===== config.mk =====
export PLATFORM = sky130hd
export DESIGN_NAME = uart_transmitter
export DESIGN_NICKNAME = d
export VERILOG_FILES = /design/src/rtl/uart_transmitter.sv
export SDC_FILE = /design/constraint.sdc
export NUM_CORES = 1
export LEC_CHECK = 0
export ABC_AREA = 1
export BUFFER_PORTS_ARGS = -buffer_cell sky130_fd_sc_hd__buf_2
export CAP_MARGIN = 40
export CORE_MARGIN = 5
export CORE_UTILIZATION = 55
export CTS_BUF_LIST = sky130_fd_sc_hd__clkbuf_2 sky130_fd_sc_hd__clkbuf_4 sky130_fd_sc_hd__clkbuf_8
export DETAILED_ROUTE_END_ITERATION = 10
export GPL_TIMING_DRIVEN = 0
export PLACE_DENSITY = 0.75
export SETUP_SLACK_MARGIN = 0.2
export SLEW_MARGIN = 20
export SYNTH_ARGS = -nofsm -noshare
export SYNTH_HDL_FRONTEND = slang
export SYNTH_SLANG_ARGS = --single-unit

===== constraint.sdc =====
create_clock -name clk -period 1.9 [get_ports clk]
set_input_delay 0 -clock clk [delete_from_list [all_inputs] [get_ports clk]]
set_output_delay 0 -clock clk [all_outputs]
set_load 0.05 [all_outputs]

===== src/rtl/uart_transmitter.sv =====
// UART transmitter: 8N-with-parity frames (start, 8 data LSB first, parity, stop)
// fed from a small FIFO, bit timing from an internal clock divider.
module uart_transmitter #(
  parameter int CLKS_PER_BIT = 2,
  parameter int FIFO_DEPTH   = 4,
  parameter int PARITY_ODD   = 1
) (
  input  logic                          clk,
  input  logic                          reset,
  input  logic [7:0]                    data_in,
  input  logic                          data_valid,
  output logic                          data_ready,
  output logic                          tx,
  output logic                          busy,
  output logic [$clog2(FIFO_DEPTH):0]   fifo_level
);
  localparam int AW = $clog2(FIFO_DEPTH);
  localparam int LW = AW + 1;
  localparam int DW = (CLKS_PER_BIT > 1) ? $clog2(CLKS_PER_BIT) : 1;

  typedef enum logic [2:0] {IDLE, START_BIT, DATA_BITS, PARITY_BIT, STOP_BIT} state_t;

  state_t          state;
  logic [7:0]      mem [FIFO_DEPTH];
  logic [AW-1:0]   wr_ptr, rd_ptr;
  logic [DW-1:0]   div;
  logic [2:0]      bit_cnt;
  logic [7:0]      shift;
  logic            parity;
  logic            full, empty, push, pop, bit_end;

  function automatic logic calc_parity(input logic [7:0] b);
    return (PARITY_ODD != 0) ? ~^b : ^b;
  endfunction

  assign full       = (fifo_level == LW'(FIFO_DEPTH));
  assign empty      = (fifo_level == '0);
  assign data_ready = !full && !reset;
  assign push       = data_valid && data_ready;
  assign bit_end    = (div == DW'(CLKS_PER_BIT - 1));
  // Pop from IDLE, or on the last stop-bit cycle so frames run back-to-back.
  assign pop        = !empty && (state == IDLE || (state == STOP_BIT && bit_end));
  assign busy       = (state != IDLE) || !empty;

  always_ff @(posedge clk) begin
    if (push) mem[wr_ptr] <= data_in;
  end

  always_ff @(posedge clk) begin
    if (reset) begin
      wr_ptr     <= '0;
      rd_ptr     <= '0;
      fifo_level <= '0;
    end else begin
      if (push) wr_ptr <= wr_ptr + AW'(1);
      if (pop)  rd_ptr <= rd_ptr + AW'(1);
      case ({push, pop})
        2'b10:   fifo_level <= fifo_level + LW'(1);
        2'b01:   fifo_level <= fifo_level - LW'(1);
        default: fifo_level <= fifo_level;
      endcase
    end
  end

  always_ff @(posedge clk) begin
    if (reset) begin
      state   <= IDLE;
      tx      <= 1'b1;
      div     <= '0;
      bit_cnt <= '0;
      shift   <= '0;
      parity  <= 1'b0;
    end else if (state == IDLE) begin
      tx  <= 1'b1;
      div <= '0;
      if (pop) begin
        shift  <= mem[rd_ptr];
        parity <= calc_parity(mem[rd_ptr]);
        state  <= START_BIT;
        tx     <= 1'b0;
      end
    end else if (!bit_end) begin
      div <= div + DW'(1);
    end else begin
      div <= '0;
      unique case (state)
        START_BIT: begin
          state   <= DATA_BITS;
          bit_cnt <= '0;
          tx      <= shift[0];
        end
        DATA_BITS: begin
          if (bit_cnt == 3'd7) begin
            state <= PARITY_BIT;
            tx    <= parity;
          end else begin
            bit_cnt <= bit_cnt + 3'd1;
            tx      <= shift[bit_cnt + 3'd1];
          end
        end
        PARITY_BIT: begin
          state <= STOP_BIT;
          tx    <= 1'b1;
        end
        STOP_BIT: begin
          if (pop) begin
            shift  <= mem[rd_ptr];
            parity <= calc_parity(mem[rd_ptr]);
            state  <= START_BIT;
            tx     <= 1'b0;
          end else begin
            state <= IDLE;
            tx    <= 1'b1;
          end
        end
        default: state <= IDLE;
      endcase
    end
  end
endmodule


Word level (Yosys, flattened, before mapping)

Memory sizes are Yosys's and may differ from the RTL's. A register that Yosys moved wholly into a read port is not among the register bits.
Cells that the tools add are included.

Register bits: 24
Latch bits: 0
Memory bits (writable): 32
Bits in read-only memories: 0
Logic and storage cells: 80
Memories: 1

Add/sub/neg operators: 6
$mul: 0
Divide/modulo/power cells: 0
Order comparisons: 1
Eq/ne operators: 11
Shifts and indexed selects: 0
Mux-type cells: 28
Bitwise operators: 1
Reductions and logical operators: 23

Memory list:

| name | words | width | read ports | clocked after memory_dff | write ports | line | text |
|---|---|---|---|---|---|---|---|
| mem  | 4     | 8     | 1          | 1                        | 1           | 24   | `logic [7:0] mem [FIFO_DEPTH];` |

Operators by type and width:

| operator                                                   | count |
|---|---|
| 2-to-1 mux 8 bit                                           | 4 |
| 2-to-1 mux 3 bit                                           | 5 |
| 2-to-1 mux 1 bit                                           | 12 |
| case mux 3 bit (2 select lines)                            | 2 |
| case mux 3 bit (4 select lines)                            | 1 |
| == test 3 bit, second input constant                       | 3 |
| nonzero test 2 bit                                         | 4 |
| XNOR reduction 8 bit                                       | 1 |
| adder 3 x 1 -> 3 bit, second input constant                | 2 |
| == test 3 x 2 -> 1 bit, second input constant              | 2 |
| logical NOT 3 bit                                          | 2 |
| nonzero test 5 bit                                         | 1 |
| adder 2 x 1 -> 2 bit, second input constant                | 2 |
| logical AND 1 bit                                          | 4 |
| less-than comparator 3 x 4 -> 1 bit, second input constant | 1 |
| 2-to-1 mux 2 bit                                           | 2 |
| != test 2 bit, second input constant                       | 2 |
| case mux 1 bit (4 select lines)                            | 1 |
| AND reduction 2 bit                                        | 2 |
| AND reduction 4 bit                                        | 1 |
| binary-select mux 1 bit (select 3 bit)                     | 1 |
| == test 3 x 1 -> 1 bit, second input constant              | 1 |
| logical NOT 1 bit                                          | 3 |
| != test 3 bit, second input constant                       | 1 |
| 9 further kinds                                            | 10 |

Logic depth before layout (Yosys ltp)

Gate-level depths: netlist of the first run.

Depth after elaboration: 8
Gate-level depth with buffers: 15

Least setup slack after synthesis of the first run

No wires, ideal clock.

Path kind: flip-flop to flip-flop
From: register fifo_level[0]
To: register fifo_level[2]
Library setup time: 0.070 ns
Arrival: 3.160 ns
Required time: 1.830 ns
Setup slack: -1.330 ns
Stages on the path, launching flop included: 10
Path buffers: 0
Cells stage by stage: dfxtp_1 nor2_1 a21oi_1 nand2_1 ha_1 fa_1 a21oi_1 o21a_1 o21ai_0 a21oi_1

Cells in the longest elaborated chain, start to end: 6
Elaborated cells between the ends (all ways): 13

Ends and longest elaborated chain:

| element                                                               | line | text |
|---|---|---|
| start: declaration                                                    | 15   | `output logic [$clog2(FIFO_DEPTH):0] fifo_level` |
| start signal: assignment                                              | 58   | `2'b10: fifo_level <= fifo_level + LW'(1);` |
| start signal: assignment                                              | 59   | `2'b01: fifo_level <= fifo_level - LW'(1);` |
| start signal: assignment                                              | 60   | `default: fifo_level <= fifo_level;` |
| == test 3 bit *                                                       | 36   | `assign full = (fifo_level == LW'(FIFO_DEPTH));` |
| logical NOT 1 bit *                                                   | 38   | `assign data_ready = !full && !reset;` |
| logical AND 1 bit *                                                   | 38   |  |
| via data_ready                                                        | 12   | `output logic data_ready,` |
| logical AND 1 bit *                                                   | 39   | `assign push = data_valid && data_ready;` |
| == test 2 x 1 -> 1 bit or == test 2 bit (tied branches)               | 57   | `case ({push, pop})` |
| case mux 3 bit (2 select lines) or nonzero test 2 bit (tied branches) | --   |  |

The timed path passes the listed nets; every way through them passes the cells marked *.
A chain may end at the register's enable or synchronous reset.

Worst setup path after layout of the first run

From: register fifo_level[0]
To: register fifo_level[2]

Elaborated cells between the ends (all ways): 13

RTL lines:

| element                                                               | line | text |
|---|---|---|
| logical NOT 3 bit *                                                   | 37   | `assign empty = (fifo_level == '0);` |
| logical NOT 1 bit *                                                   | 42   | `assign pop = !empty && (state == IDLE \|\| (state == STOP_BIT && bit_end));` |
| logical AND 1 bit *                                                   | 42   |  |
| via pop                                                               | 30   | `logic full, empty, push, pop, bit_end;` |
| == test 2 x 1 -> 1 bit or == test 2 bit (tied branches)               | 57   |  |
| case mux 3 bit (2 select lines) or nonzero test 2 bit (tied branches) | --   |  |

Marks and branches as above.

==> out/metrics.yaml, run 1 <==
ys.flop_type: "edfxtp_1"
numClockSinks: 58
maxCapViolations: 0
seq_area_frac_synth: 0.520
layout_min_cycle_time_ns: 1.91
numCtsBuffers: 9
slew-limit-headroom: 0.629
worstPathArrival_ns: 2.15
final-setup-viol-count: 1
num_rows: 26
hold_viol_final: 0
synth_area_sq_um: 2850
hold_class: "in2reg"
cpPeakStageDelay_ns: 0.37
clk_pin_slew_worst_paths_ns: 0.07
final_nets: 415
synth_top_area_share: 0.337
synth-edff-count: 32
place_congestion: 0.847
fin_tns_setup_ns: -0.00767
drt-vias-per-instance: 4.98
synth_common_cells: "nand2_1, edfxtp_1, dfxtp_1, nand3_1, a21oi_1"
start_kind: "flip-flop"
start_util: 0.562
syn-mean-instance-area_sq_um: 8.31
power.density_nw_per_um2: 1510
final_cell_count_no_fill: 471
portBuffers: 15
r2r_cells: 9
clockRootBuffer: "clkbuf_8"
dpl.hpwl_mm: 3.78
overflow: 0
whs_ns: 0.140
yosysTopAreaCell: "edfxtp_1"
area_delta_synth_final_pct: 23.2
cts_tree: "built"
synth_cell_type_count: 27
required_ns: 2.14
detail_route.iter0.violations: 153
design.die.area_sq_um: 6720
grt_pass1_wl_mm: 9.65
die-width_microns: 82.0
hold_path_depth: 2
multi_input_area_sq_um: 1250
cp_slowest_cell: "dfxtp_4"
worst_slew_pin_slew_ns: 0.556
regArea_sq_um: 1500
io_pins: 17
die_y_microns: 82.0
grt_pass1_vias: 2178
vias: 2344
fin_skew_ns: 0.00873
maxSlewViolCount: 0
setup.worst_path.end_class: "flip-flop"
outcome: "finished with violations"
grt_usage: 0.195
rsz0062_at_grt: "yes"
yosysWarnings: 0
utilization: 0.692
period_share: 1.00
design_area_sq_um: 3510
clk_latency_ns: 0.33
yosysMostFrequentCell: "nand2_1"
netlist_instances: 343
dp.cells: 428
setup_slack_ns: -0.00767
synth_nets: 362
leakage_nw: 1.56
clock.fmax_mhz: 524
ys_ff_latch: 58
finalWirelength_mm: 5.82
cp_max_fo: 6
htree_levels: 3
core_sq_um: 5070
drtPass1Iterations: 4
fillers: 430
ant_nets: 0
drc_errors: 0
violations: "negative setup slack"
drive_above_1_share: 0.229
antenna_cells: 0
ir_drop_v: 0.000744
path_cells: "nor3_4, nor2_4, buf_6, ha_4, fa_2, a21oi_2, o21a_1, o21ai_1, a21oi_1"
grt_max_degree: 11
clk_path_buf_depth: 2
synthArstFlopShare: 0
antenna_found_initial: 0
path_class: "reg2reg"
place_area_sq_um: 3070
wl_per_cell_microns: 12.4
synth.area.top_cells: "edfxtp_1, dfxtp_1, nand2_1, nand3_1, a21oi_1"
-- state kept, by name, indices dropped and copies added, names as in the netlist, named ones only --
signal,count
parity,1
tx,1
state,3
mem,32
wr_ptr,2
bit_end,1
shift,8
bit_cnt,3
rd_ptr,2
fifo_level,3
-- metal layers --
layer	track usage	part of all wire	up-vias
met5	0	0	-
met4	0.118	0.019	0
met3	0.0559	0.033	10
met2	0.317	0.51	42
met1	0.227	0.43	1063
li1	-	-	1229
-- timing repair --
item | in CTS | in global routing
buffers inserted | 10 | 5
hold buffers | 9 | 0
gates resized for setup | 10 | 5
endpoints found under the setup margin | 35 | 5
endpoints found under the hold margin | 33 | 0
pin swaps | 5 | 5
-- power by group --
part | total, mW | internal, mW | switching, mW
combinational | 2.58 | 1.02 | 1.56
clock | 0.993 | 0.548 | 0.445
sequential | 1.73 | 1.57 | 0.164
total | 5.31 | 3.14 | 2.17
-- worst paths after layout --
check                                  start                         end  slack (ns)
setup / recovery  fifo_level[0]$_SDFFE_PP0P_  fifo_level[2]$_SDFFE_PP0P_      -0.008
hold / removal                         reset     bit_cnt[2]$_SDFFE_PP0P_        0.14
setup reg to reg  fifo_level[0]$_SDFFE_PP0P_  fifo_level[2]$_SDFFE_PP0P_      -0.008
hold reg to reg              tx$_SDFFE_PP1P_             tx$_SDFFE_PP1P_        0.47
-- per-stage QoR --
step / setup WS (ns) / total power [mW]
after detailed placement: -0.206 / 3.96
after global routing: -0.140 / 5.75
final: -0.00767 / 5.31
after global placement: -0.179 / 3.91
after floorplan: -0.152 / 3.54
after CTS: 0.0950 / 5.20
-- cell type report --
| cell class | count | area share |
|---|---|---|
| flip-flops and latches | 58 | 0.428 |
| multi-input cells | 250 | 0.357 |
| repair buffers | 42 | 0.0865 |
| clock buffers | 13 | 0.0456 |
| inverters | 25 | 0.0281 |
| plain buffers | 10 | 0.0249 |
| well taps | 70 | 0.0249 |
| clock inverters | 3 | 0.00499 |
-- critical path: cells and delay by family, from the launching register on --
kind | cells | cell delay (ns)
fa+ha+maj | 2 | 0.49
compound gates | 4 | 0.54
simple gates | 2 | 0.29
buf+inv | 1 | 0.12
flops | 1 | 0.37
-- cell usage in the layout, fill, tap and decap left out, types with 6 or more instances in the layout --
master	instances
dfxtp_1	19
a21oi_1	22
nor2_1	18
nand2_2	11
o21ai_0	12
nand3_1	24
ha_1	6
dlygate4sd3_1	9
nand2_1	125
buf_4	19
edfxtp_1	32
clkbuf_8	10
o21ai_1	11
buf_2	16
inv_1	21
-- logic make-up (layout without fill, tap and decap cells) --
kind of cell / count (synthesis) / after routing / synth area share
buf+inv: 35 / 93 / 0.0641
compound gates: 52 / 52 / 0.0957
simple gates: 190 / 190 / 0.283
fa+ha+maj: 8 / 8 / 0.0377
flops: 58 / 58 / 0.520
(Power assumes the default switching activity.)
==> inputs of run 2 (changes only) <==
--- a/config.mk
+++ b/config.mk
@@ -9,10 +9,8 @@
 export BUFFER_PORTS_ARGS = -buffer_cell sky130_fd_sc_hd__buf_2
 export CAP_MARGIN = 40
-export CORE_MARGIN = 5
-export CORE_UTILIZATION = 55
-export CTS_BUF_LIST = sky130_fd_sc_hd__clkbuf_2 sky130_fd_sc_hd__clkbuf_4 sky130_fd_sc_hd__clkbuf_8
+export CORE_UTILIZATION = 54
 export DETAILED_ROUTE_END_ITERATION = 10
 export GPL_TIMING_DRIVEN = 0
-export PLACE_DENSITY = 0.75
+export PLACE_DENSITY = 0.74
 export SETUP_SLACK_MARGIN = 0.2
 export SLEW_MARGIN = 20
==> constraint.sdc (replaced) <==
create_clock -name clk -period 1.9 [get_ports clk]
set_input_delay 0 -clock clk [delete_from_list [all_inputs] [get_ports clk]]
set_output_delay 0 -clock clk [all_outputs]
set_load 0.01 [all_outputs]
==> out/metrics.yaml, run 2 (synthesis gave the netlist of run 1 again) <==
largest_reg_flops: 32  # unchanged
mostFrequentLayoutCells: "nand2_1, edfxtp_1, nand3_1"
r2r_end: "fifo_level[2]$_SDFFE_PP0P_"
drc_errors: 0  # unchanged
design.die.area_sq_um: 5570  # -17%
power.density_nw_per_um2: 1460  # -3.4%
grt_pass1_vias: 2123  # -2.5%
start_kind: "flip-flop"
numClockSinks: 58  # unchanged
clock.fmax_mhz: 546  # +4.2%
final-setup-viol-count: 0  # -1
dpl.hpwl_mm: 3.85  # +1.8%
htree_levels: 3  # unchanged
reg2reg_from: "fifo_level[0]$_SDFFE_PP0P_"
hold_end: "wr_ptr[1]$_SDFFE_PP0P_"
cts_tree: "built"
rsz0062_at_grt: "yes"
start_util: 0.558  # -0.00358
ir_drop_v: 0.000667  # -10%
clockRootBuffer: "clkbuf_8"
area_delta_synth_final_pct: 20.8
grt_max_degree: 11  # unchanged
drt-vias-per-instance: 5.04  # +1.3%
finalWirelength_mm: 5.71  # -2.0%
num_rows: 26  # unchanged
fin_skew_ns: 0.0109  # +0.00219 ns
antenna_found_initial: 0  # unchanged
drtPass1Iterations: 5  # +1
io_pins: 17  # unchanged
grt_pass1_wl_mm: 9.20  # -4.7%
portBuffers: 15  # unchanged
clk_pin_slew_worst_paths_ns: 0.07  # about the same
layout_min_cycle_time_ns: 1.83  # -0.0778 ns
overflow: 0  # unchanged
worst_slew_pin_slew_ns: 0.813  # +0.257 ns
path_class: "reg2reg"
vias: 2355  # +0.47%
grt_usage: 0.228  # +0.0329
fillers: 420  # -2.3%
hold_class: "in2reg"
place_ws_ns: -0.102  # +0.104 ns
largest_register: "mem"
r2r_cells: 9  # unchanged
reg_top3: "mem (32), shift (8)"
hold_path_depth: 3  # +1
antenna_cells: 0  # unchanged
design_area_sq_um: 3440  # -2.0%
place_congestion: 0.786  # -7.2%
drive_above_1_share: 0.209  # -0.0204
wl_per_cell_microns: 12.2  # -1.1%
required_ns: 2.16  # +0.02 ns
clk_path_buf_depth: 2  # unchanged
slew-limit-headroom: 0.456  # -0.173
cp_max_fo: 4  # -2
detail_route.iter0.violations: 148  # -3.3%
hp-start: "data_valid"
core_sq_um: 5110  # +0.64%
numCtsBuffers: 9  # unchanged
period_share: 0.963  # -0.0409
mostFrequentLayoutCell: "nand2_1"
r2r_slack_ns: 0.07  # +0.08 ns
hold_viol_final: 0  # unchanged
place_area_sq_um: 3060  # -0.53%
ant_nets: 0  # unchanged
worstPathArrival_ns: 2.09  # -0.06 ns
clk_latency_ns: 0.33  # about the same
die-width_microns: 74.7  # -9.0%
die_y_microns: 74.7  # -9.0%
setup_slack_ns: 0.0701  # +0.0778 ns
outcome: "complete, no violations"
maxCapViolations: 0  # unchanged
setup.worst_path.end_class: "flip-flop"
maxSlewViolCount: 0  # unchanged
leakage_nw: 1.53  # -1.8%
final_nets: 411  # -0.96%
run 2: cell types whose count changed in the layout (fill, tap and decap cells not counted), moves of 2 or more:
cell      previous run  this run
dfxtp_1             19        21
clkbuf_4             3         0
buf_4               19        17
clkbuf_1             2         4
dfxtp_2              2         0
run 2: layout make-up:
type / instances / area [sq um] / share of cell area
tap: 70 / 87.6 / 0.0254
clock inverter: 4 / 18.8 / 0.00545
buffer: 10 / 87.6 / 0.0254
multi-input combinational: 250 / 1240 / 0.359
sequential: 58 / 1500 / 0.436
inverter: 25 / 101 / 0.0294
clock buffer: 12 / 145 / 0.0421
timing repair buffer: 38 / 268 / 0.0777
run 2: worst max-delay path by stage:
stage / depth (start not counted) / slack [ns] / from / end
4_1_cts: 9 / 0.05 / fifo_level[1]$_SDFFE_PP0P_ / fifo_level[2]$_SDFFE_PP0P_
3_5_place_dp: 10 / -0.10 / state[1]$_SDFFE_PP0P_ / fifo_level[1]$_SDFFE_PP0P_
5_1_grt: 9 / 0.0006 / fifo_level[0]$_SDFFE_PP0P_ / fifo_level[2]$_SDFFE_PP0P_
3_3_place_gp: 10 / -0.06 / state[1]$_SDFFE_PP0P_ / fifo_level[1]$_SDFFE_PP0P_
6_report: 9 / 0.07 / fifo_level[0]$_SDFFE_PP0P_ / fifo_level[2]$_SDFFE_PP0P_
2_1_floorplan: 10 / 0.08 / state[1]$_SDFFE_PP0P_ / fifo_level[1]$_SDFFE_PP0P_
run 2: where the power goes:
part / switching [mW] / leakage (nW) / internal [mW]
clock: 0.458 / 0.0876 / 0.498
combinational: 1.38 / 0.934 / 0.973
sequential: 0.150 / 0.507 / 1.57
run 2: what timing repair did:
action / CTS / global route
hold buffers: 8 / 0
setup endpoints to repair: 35 / 19
resized for setup: 9 / 2
buffers inserted: 13 / 2
endpoints found under the hold margin: 32 / 0
pin swaps: 8 / 6
run 2: critical path, cell delays in order, from the launching register on:
cell and delay [ns]:
dfxtp_4 0.36, nor3_4 0.23, nor2_4 0.07, buf_6 0.12, ha_4 0.15, fa_2 0.34, a21oi_2 0.12, o21a_1 0.16
o21ai_1 0.06, a21oi_1 0.13
run 2: per-stage QoR:
step / utilization / setup TNS (ns) / power (mW) / hold slack (ns) / instances
finish: 0.674 / 0 / 5.03 / 0.0412 / 467
floorplan: - / 0 / 3.36 / 0.0989 / 343
CTS: 0.670 / 0 / 4.96 / 0.0301 / 465
global route: 0.674 / 0 / 5.43 / 0.0313 / 467
detailed placement: 0.598 / -0.241 / 3.80 / 0.215 / 428
global placement: 0.598 / -0.0797 / 3.74 / 0.211 / 428
run 2: routing by layer:
layer | track usage | part of all wire | vias up
li1 | - | - | 1229
met1 | 0.283 | 0.47 | 1050
met2 | 0.366 | 0.46 | 63
met3 | 0.0669 | 0.046 | 13
met4 | 0.109 | 0.019 | 0
met5 | 0 | 0 | -
